### config.mk
export PLATFORM = sky130hd
export DESIGN_NAME = fb_pixel_writer
export DESIGN_NICKNAME = d
export VERILOG_FILES = /design/src/rtl/fb_pkg.sv /design/src/rtl/fb_pixel_writer_fifo.sv /design/src/rtl/fb_pixel_writer.sv
export SDC_FILE = /design/constraint.sdc
export NUM_CORES = 1
export LEC_CHECK = 0
export BUFFER_PORTS_ARGS = -buffer_cell sky130_fd_sc_hd__buf_4
export CORE_UTILIZATION = 64
export DETAILED_ROUTE_END_ITERATION = 8
export GPL_ROUTABILITY_DRIVEN = 0
export GPL_TIMING_DRIVEN = 0
export MAX_ROUTING_LAYER = met4
export PLACE_DENSITY = 0.82
export SLEW_MARGIN = 5
export SYNTH_ARGS = -nofsm -noshare
export SYNTH_HDL_FRONTEND = slang
export SYNTH_HIERARCHICAL = 1
export SYNTH_SLANG_ARGS = --single-unit
### constraint.sdc
create_clock -name clock -period 8.1 [get_ports clock]
set_input_delay 1.62 -clock clock [delete_from_list [all_inputs] [get_ports clock]]
set_output_delay 1.62 -clock clock [all_outputs]
set_load 0.02 [all_outputs]
### src/rtl/fb_pkg.sv
// fb_pkg: shared framebuffer geometry, FSM state encodings and xy-to-address mapping
package fb_pkg;
    localparam int SCREEN_W  = 320;
    localparam int SCREEN_H  = 240;
    localparam int FB_ADDR_W = 17;
    localparam int COLOR_W   = 12;

    localparam logic [1:0] S_RUN        = 2'd0;
    localparam logic [1:0] S_CLEAR      = 2'd1;
    localparam logic [1:0] S_CLEAR_DONE = 2'd2;

    // y*320 + x as shift-and-add so no multiplier is inferred
    function automatic logic [FB_ADDR_W-1:0] xy_to_addr(input logic [8:0] x, input logic [7:0] y);
        logic [FB_ADDR_W-1:0] yw;
        yw = FB_ADDR_W'(y);
        return (yw << 8) + (yw << 6) + FB_ADDR_W'(x);
    endfunction
endpackage

### src/rtl/fb_pixel_writer_fifo.sv
// pixel_fifo: synchronous FIFO
//   clock/reset : clock, sync active-high reset
//   push/din    : write side (caller never pushes when full)
//   pop         : read side (caller never pops when empty)
//   head/next   : entry at read pointer and the one behind it
//   full/empty/count : registered occupancy
module pixel_fifo #(
    parameter int W     = 29,
    parameter int DEPTH = 16
) (
    input  logic                       clock,
    input  logic                       reset,
    input  logic                       push,
    input  logic                       pop,
    input  logic [W-1:0]               din,
    output logic [W-1:0]               head,
    output logic [W-1:0]               next,
    output logic                       full,
    output logic                       empty,
    output logic [$clog2(DEPTH):0]     count
);
    localparam int AW = $clog2(DEPTH);
    logic [W-1:0]  mem_q [DEPTH];
    logic [AW-1:0] wr_q, wr_d, rd_q, rd_d, rd_nx;
    logic [AW:0]   cnt_q, cnt_d;

    always_comb begin
        wr_d  = wr_q + AW'(push);
        rd_d  = rd_q + AW'(pop);
        cnt_d = cnt_q + (AW+1)'(push) - (AW+1)'(pop);
        rd_nx = rd_q + AW'(1);
    end

    always_ff @(posedge clock) begin
        if (reset) begin
            wr_q  <= '0;
            rd_q  <= '0;
            cnt_q <= '0;
        end else begin
            wr_q  <= wr_d;
            rd_q  <= rd_d;
            cnt_q <= cnt_d;
        end
        if (push) mem_q[wr_q] <= din;
    end

    assign head  = mem_q[rd_q];
    assign next  = mem_q[rd_nx];
    assign count = cnt_q;
    assign full  = cnt_q == (AW+1)'(DEPTH);
    assign empty = cnt_q == '0;
endmodule

### src/rtl/fb_pixel_writer.sv
// fb_pixel_writer: buffers pixel beats and writes them, or a full-screen clear, to video memory
//   in_x/in_y/in_color/in_we, in_ready : pixel beat input
//   clear_start/bg_color, clear_busy/clear_done : screen clear control
//   mem_addr/mem_data/mem_we, mem_ready : framebuffer write port
//   drop_count/overflow : out-of-range and FIFO-full diagnostics
module fb_pixel_writer
    import fb_pkg::*;
#(
    parameter int WIDTH      = 320,
    parameter int HEIGHT     = 240,
    parameter int FIFO_DEPTH = 16,
    parameter int ADDR_W     = 17
) (
    input  logic                clock,
    input  logic                reset,
    input  logic [8:0]          in_x,
    input  logic [7:0]          in_y,
    input  logic [11:0]         in_color,
    input  logic                in_we,
    output logic                in_ready,
    input  logic                clear_start,
    input  logic [11:0]         bg_color,
    output logic                clear_busy,
    output logic                clear_done,
    output logic [ADDR_W-1:0]   mem_addr,
    output logic [11:0]         mem_data,
    output logic                mem_we,
    input  logic                mem_ready,
    output logic [15:0]         drop_count,
    output logic                overflow
);
    localparam int CW = $clog2(FIFO_DEPTH) + 1;
    localparam int DW = ADDR_W + COLOR_W;
    localparam logic [8:0]        X_LIM = 9'(WIDTH);
    localparam logic [7:0]        Y_LIM = 8'(HEIGHT);
    localparam logic [ADDR_W-1:0] LAST  = ADDR_W'(WIDTH * HEIGHT - 1);

    logic [1:0]        state_q, state_d;
    logic [ADDR_W-1:0] addr_q, addr_d;
    logic [11:0]       data_q, data_d, bg_q, bg_d;
    logic              we_q, we_d, pend_q, pend_d, ovf_q, ovf_d;
    logic [15:0]       drop_q, drop_d;
    logic              in_range, push, pop, xfer, clear_req, more, full, empty;
    logic [DW-1:0]     head, next, sel;
    logic [CW-1:0]     count;

    assign in_range = in_x < X_LIM && in_y < Y_LIM;
    assign push     = in_we && in_range && !full;
    assign xfer     = we_q && mem_ready;
    assign pop      = state_q == S_RUN && xfer;
    assign sel      = pop ? next : head;
    // entries left after this cycle's pop; a same-cycle push only becomes visible next cycle
    assign more     = pop ? count != CW'(1) : !empty;

    pixel_fifo #(.W(DW), .DEPTH(FIFO_DEPTH)) u_fifo (
        .clock (clock),
        .reset (reset),
        .push  (push),
        .pop   (pop),
        .din   ({ADDR_W'(xy_to_addr(in_x, in_y)), in_color}),
        .head  (head),
        .next  (next),
        .full  (full),
        .empty (empty),
        .count (count)
    );

    always_comb begin
        state_d   = state_q;
        addr_d    = addr_q;
        data_d    = data_q;
        we_d      = we_q;
        pend_d    = pend_q;
        clear_req = state_q == S_RUN && (clear_start || pend_q);
        bg_d      = (state_q == S_RUN && clear_start) ? bg_color : bg_q;
        drop_d    = (in_we && !in_range && drop_q != 16'hFFFF) ? drop_q + 16'd1 : drop_q;
        ovf_d     = ovf_q || (in_we && in_range && full);
        if (state_q == S_RUN) begin
            // a clear request waits for a stalled FIFO write to finish
            if (clear_req && (xfer || !we_q)) begin
                state_d = S_CLEAR;
                pend_d  = 1'b0;
                we_d    = 1'b1;
                addr_d  = '0;
                data_d  = bg_d;
            end else begin
                pend_d = clear_req;
                we_d   = more;
                addr_d = more ? sel[DW-1:COLOR_W] : addr_q;
                data_d = more ? sel[COLOR_W-1:0] : data_q;
            end
        end else if (state_q == S_CLEAR) begin
            // the presented address doubles as the sweep counter
            if (xfer && addr_q == LAST) begin
                state_d = S_CLEAR_DONE;
                we_d    = 1'b0;
            end else if (xfer) begin
                addr_d = addr_q + ADDR_W'(1);
            end
        end else begin
            state_d = S_RUN;
            we_d    = 1'b0;
        end
    end

    always_ff @(posedge clock) begin
        if (reset) begin
            state_q <= S_RUN;
            addr_q  <= '0;
            data_q  <= '0;
            we_q    <= 1'b0;
            pend_q  <= 1'b0;
            bg_q    <= '0;
            drop_q  <= '0;
            ovf_q   <= 1'b0;
        end else begin
            state_q <= state_d;
            addr_q  <= addr_d;
            data_q  <= data_d;
            we_q    <= we_d;
            pend_q  <= pend_d;
            bg_q    <= bg_d;
            drop_q  <= drop_d;
            ovf_q   <= ovf_d;
        end
    end

    assign in_ready   = !full;
    assign clear_busy = state_q == S_CLEAR;
    assign clear_done = state_q == S_CLEAR_DONE;
    assign mem_addr   = addr_q;
    assign mem_data   = data_q;
    assign mem_we     = we_q;
    assign drop_count = drop_q;
    assign overflow   = ovf_q;
endmodule

# [Word level (Yosys, flattened, before mapping)]
# Memories as Yosys holds them, arrays and structs flattened. A register that Yosys moved wholly into a read port is not among the register bits.
# Index checks and enable logic that the tools add are counted.
# W data, S select, Z words.
[totals] register_bits=75 mem_bits_rw=464 output_inout_bits=50 n_memories=1
[mem_list] memory="u_fifo.mem_q" depth=16 width=29 rd=2 rd_ports_with_merged_regs=1 write_ports=1 line="fb_pixel_writer_fifo.sv:23" source="logic [W-1:0] mem_q [DEPTH];"
[op_classes] addsub=9 order_cmp=2 n_eq_ne=10 muxes=23 reduce_logical=27
[op_table] op="$mux W17" n=6
[op_table] op="$mux W12" n=3
[op_table] op="$mux W29" n=1
[op_table] op="$add A16 B14 Y17" n=1
[op_table] op="$add A17 B1 Y17 const B" n=1
[op_table] op="$add A17 B9 Y17" n=1
[op_table] op="$eq A17 B17 Y1 const B" n=1
[op_table] op="$add A16 B1 Y16 const B" n=1
[op_table] op="$ne A16 B16 Y1 const B" n=1
[op_table] op="$logic_and A1 B1 Y1" n=12
[op_table] op="$lt A9 B9 Y1 const B" n=1
[op_table] op="$add A4 B1 Y4" n=2
[op_table] op="$lt A8 B8 Y1 const B" n=1
[op_table] op="$mux W1" n=8
[op_table] op="$mux W2" n=4
[op_table] op="$reduce_bool A2 Y1" n=3
[op_table] op="$add A5 B1 Y5" n=1
[op_table] op="$eq A5 B5 Y1 const B" n=1
[op_table] op="$logic_not A5 Y1" n=1
[op_table] op="$ne A5 B1 Y1 const B" n=1
[op_table] op="$sub A5 B1 Y5" n=1
[op_table] op="$add A4 B1 Y4 const B" n=1
[op_table] op="$logic_not A1 Y1" n=4
[op_table] op="$mux W4" n=1
[op_table] op="other kinds (10)" n=13

# [Depth between registers and ports, before layout]
[depth] ltp_word=6 mapped_depth=13 depth_no_buf=12

# [Modules after synthesis]
# Netlist, hierarchy kept.
[by_module_without_submodules] module="pixel_fifo" instances=1 cells_per_inst=1212 area_each_um2=22108.7 seq_area_each_um2=14193.6
[by_module_without_submodules] module="fb_pixel_writer" instances=1 cells_per_inst=459 area_each_um2=3860.0 seq_area_each_um2=1241.2

# [Least setup slack after synthesis]
# OpenSTA, ideal clock, no wires.
[synth_path] path_type="input port to flip-flop" start="in in_x[7]" end="mem u_fifo.mem_q[0][0] (enable)" arrival_time_ns=4.881 required_time_ns=7.649 path_slack_ns=2.768 stages=5 path_cell_list="o21ai_0 > and2_1 > and3_1 > or3b_2 > nor3_1"
[synth_via] elab_chain_len=6
[synth_lines] element="from (decl)" line="fb_pixel_writer.sv:16" source="input logic [8:0] in_x,"
[synth_lines] element="$lt A9 B9 Y1" line="fb_pixel_writer.sv:47" source="assign in_range = in_x < X_LIM && in_y < Y_LIM;"
[synth_lines] element="$logic_and A1 B1 Y1" line="fb_pixel_writer.sv:47"
[synth_lines] element="$logic_and A1 B1 Y1 (2 in series)" line="fb_pixel_writer.sv:48" source="assign push = in_we && in_range && !full;"
[synth_lines] element="via push" line="fb_pixel_writer.sv:43" source="logic in_range, push, pop, xfer, clear_req, more, full, empty;"
[synth_lines] element="$mux W1" line="fb_pixel_writer_fifo.sv:44" source="if (push) mem_q[wr_q] <= din;"
[synth_lines] element="$mux W1 (implied by the code)" line="fb_pixel_writer_fifo.sv:44"
[synth_lines] element="to (decl)" line="fb_pixel_writer_fifo.sv:23"
# The timed path passes the listed nets, and every way through them passes these cells.

# [Final worst setup path]
[layout_path] start="in in_x[7]" end="mem u_fifo.mem_q[0][9] (enable)"
# Same word-level chain as after synthesis.

==> run_results.csv <==
group,metric,value,unit
outcome,status,"completed",
die,die_w,203.4,µm
cts,ctsHoldBuffers,0,
synthesis,synthCells,1671,
die,die-height,203.4,µm
timing,slew_headroom,11.51,%
setup_path,crit_family,"simple AND/OR/NAND/NOR gates",
setup_path,crit_required,8.40,ns
final_layout,drive_above_1_share,26.16,%
synthesis,synthesis.area,25970,µm²
timing,fin_worst_skew,0.02351,ns
cts,cts.htree.levels,2,
synthesis,syn_nets,1748,
setup_path,cp-start-kind,"input pin",
routing,viasPerCell,7.477,
synthesis,syn_area_per_cell,15.54,µm²
routing,wl,75690,µm
setup_path,timing_worst_setup_path_type,"in2reg",
setup_path,cp_num_buf_inv,3,
cts,numCtsBuffers,55,
global_route,grt_max_degree,19,
final_layout,design_area,29640,µm²
run,max_cap_viol_count,0,
setup_path,slowest_stage,"o21ai_0",
die,ios,96,
cts,clkTransAtPathRegs,0.06,ns
cts,clk_latency,0.62,ns
routing,routedWlPerCell,31.22,µm
cts,post-cts-setup-buffers,0,
timing,setup_violations,0,
routing,vias,18125,
routing,ant_nets,0,
synthesis,ys_types,68,
setup_path,cp.arrival,5.05,ns
timing,slew_violations,0,
global_route,antenna_found_initial,3,
synthesis,yosysSeqAreaShare,59.44,%
placement,pre_cts_ws,2.835,ns
timing,fin_ws,3.348,ns
global_route,grt_pass1_vias,17790,
setup_path,cp_max_fo,8,
synthesis,synth_flop_cell,"edfxtp_1",
final_layout,fin_nets,1928,
die,dieArea,41390,µm²
setup_path,critical_path.endpoint_type,"flip-flop",
power,ir_drop,0.1537,mV
cts,cts-resized-gates,0,
placement,post_dp_cell_area,27910,µm²
routing,drt_pass1_iterations,9,
final_layout,syn_to_final_growth,14.15,%
setup_path,cp_cell_sequence,"buf_4 -> o21ai_0 -> and2_1 -> and3_1 -> or3b_2 -> nor3_2 -> buf_4 -> buf_4",
synthesis,synth-edff-count,464,
placement,port-buffer-count,95,
cts,root_buffer,"clkbuf_16",
cts,cts_tree,"done",
routing,drc,0,
setup_path,cp_common_cell,"buf_4",
power,powerDensity,249.7,nW/µm²
synthesis,synth_commonest_cells,"edfxtp_1, mux4_2, mux2i_1, nor2_1, inv_1",
routing,drt_iter0_drc,2673,
die,num_rows,73,
die,initial_utilization,65.06,%
global_route,grt.total_usage,38.22,%
synthesis,yosysMostFrequentCell,"edfxtp_1",
global_route,grt_overflow,0,
placement,dp_hpwl,50230,µm
hold_path,hold_path_class,"reg2reg",
cts,clock-sinks,539,
cts,clockBufferDepth,3,
synthesis,yosysWarnings,6,
global_route,grt_pass1_wl,111100,µm
synthesis,synth_top_area_share,53.65,%
timing,fin_crit,4.752,ns
setup_path,slowest_delay,0.81,ns
synthesis,synthArstFlopShare,0,%
timing,grt_setup_unrepaired,"no",
timing,period_share,58.66,%
die,coreArea,39910,µm²
power,finalPower,7.402,mW
synthesis,synthTopCellsByArea,"edfxtp_1, mux4_2, dfxtp_1",
timing,fmax,0.2105,GHz
synthesis,synth_top_area_cell,"edfxtp_1",
timing,worst_pin_slew,1.318,ns
synthesis,synth_seq_cells,539,
power,p_leak,9.892,nW
timing,finalHoldViolCount,0,
## worst paths after layout
kind	from	endpoint	slack, ns	cells after the start
setup / recovery	in_x[7]	u_fifo/mem_q[0][9]	3.35	8
hold / removal	bg_q[7]	bg_q[7]	0.49	2
setup reg to reg	mem_we	u_fifo/count[4]	4.54	13
hold reg to reg	bg_q[7]	bg_q[7]	0.49	2
## sequential cells by signal (all words and copies together) (netlist names)
name          flops
u_fifo/rd_q       4
u_fifo/mem_q    464
drop_count       16
u_fifo/wr_q       4
state_q           2
mem_we            1
u_fifo/count      5
mem_data         12
overflow          1
mem_addr         17
pend_q            1
bg_q             12
## through the flow
step | hold WS (ns) | utilization, % | TNS (ns) | instances
floorplan | 0.4557 | - | 0 | 1671
global placement | 0.4679 | 68.49 | -39.40 | 2291
detailed placement | 0.4776 | 69.92 | 0 | 2319
CTS | 0.4930 | 74.25 | 0 | 2421
global route | 0.5192 | 74.27 | 0 | 2424
finish | 0.4875 | 74.27 | 0 | 2424
## per-layer routing
metal  track usage [%]  share of wire, %  vias up  wire length, µm
met3             10.32                15      359            10980
li1                  -                 -     7193                -
met2             57.89                46     1679            35010
met1             47.56                33     8894            25240
met5                 -                 0        -                0
met4             19.87               5.9        0             4450
## layout make-up
cell class,instances,area (µm²)
clock buffers,71,1468
multi-input cells,933,9648
flip-flops and latches,539,15430
fillers,2321,10270
plain buffers,117,688.2
clock inverters,31,261.5
repair buffers,123,1171
inverters,82,307.8
well taps,525,656.9
diodes,3,7.507
## cell families after synthesis
logic type / after synthesis / synth area share (%)
xor gates and xnor gates: 28 / 0.9443
buffers and inverters: 199 / 3.835
and+or+nand+nor: 260 / 4.813
adders and majority gates: 31 / 1.580
AOI/OAI and AO/OA: 296 / 8.687
DFF: 539 / 59.44
muxes: 318 / 20.70
## layout by cell type, fill, tap and decap left out, drive strengths merged, types with 6 or more instances in the layout
master | Yosys | final
edfxtp | 464 | 464
buf | 80 | 203
mux4 | 174 | 174
mux2i | 131 | 131
clkbuf | 37 | 108
nor2 | 86 | 86
inv | 82 | 83
dfxtp | 75 | 75
a221oi | 72 | 72
nand2 | 65 | 65
o21ai | 45 | 45
o22ai | 35 | 35
a22oi | 31 | 31
a21oi | 30 | 30
a221o | 30 | 30
ha | 28 | 28
clkinv | 0 | 26
nand3 | 17 | 17
xnor2 | 16 | 16
nor3 | 15 | 15
nor2b | 14 | 14
nand4 | 13 | 13
mux2 | 13 | 13
xor2 | 12 | 12
o32ai | 9 | 9
a31oi | 8 | 8
and3 | 7 | 7
nor4 | 6 | 6
nor3b | 6 | 6
o221ai | 6 | 6
and2 | 6 | 6
## worst register-to-register path: stages, from the launching register on
cell      delay (ns)
dfxtp_1         0.39
and2_0          0.41
nand2_1         0.23
inv_2           0.36
buf_2           0.46
ha_1            0.32
inv_1           0.06
ha_1            0.17
inv_1           0.07
fa_1            0.41
nor2b_1         0.19
o21bai_1        0.13
a21oi_1         0.17
nor3b_1         0.06
## power by group
part | switching [mW] | internal [mW] | leakage (nW)
clock network | 1.06 | 1.40 | 0.856
registers | 0.0859 | 3.17 | 4.80
logic | 0.967 | 0.720 | 4.24
total | 2.11 | 5.29 | 9.89
Power figures use the tool's default switching activity.
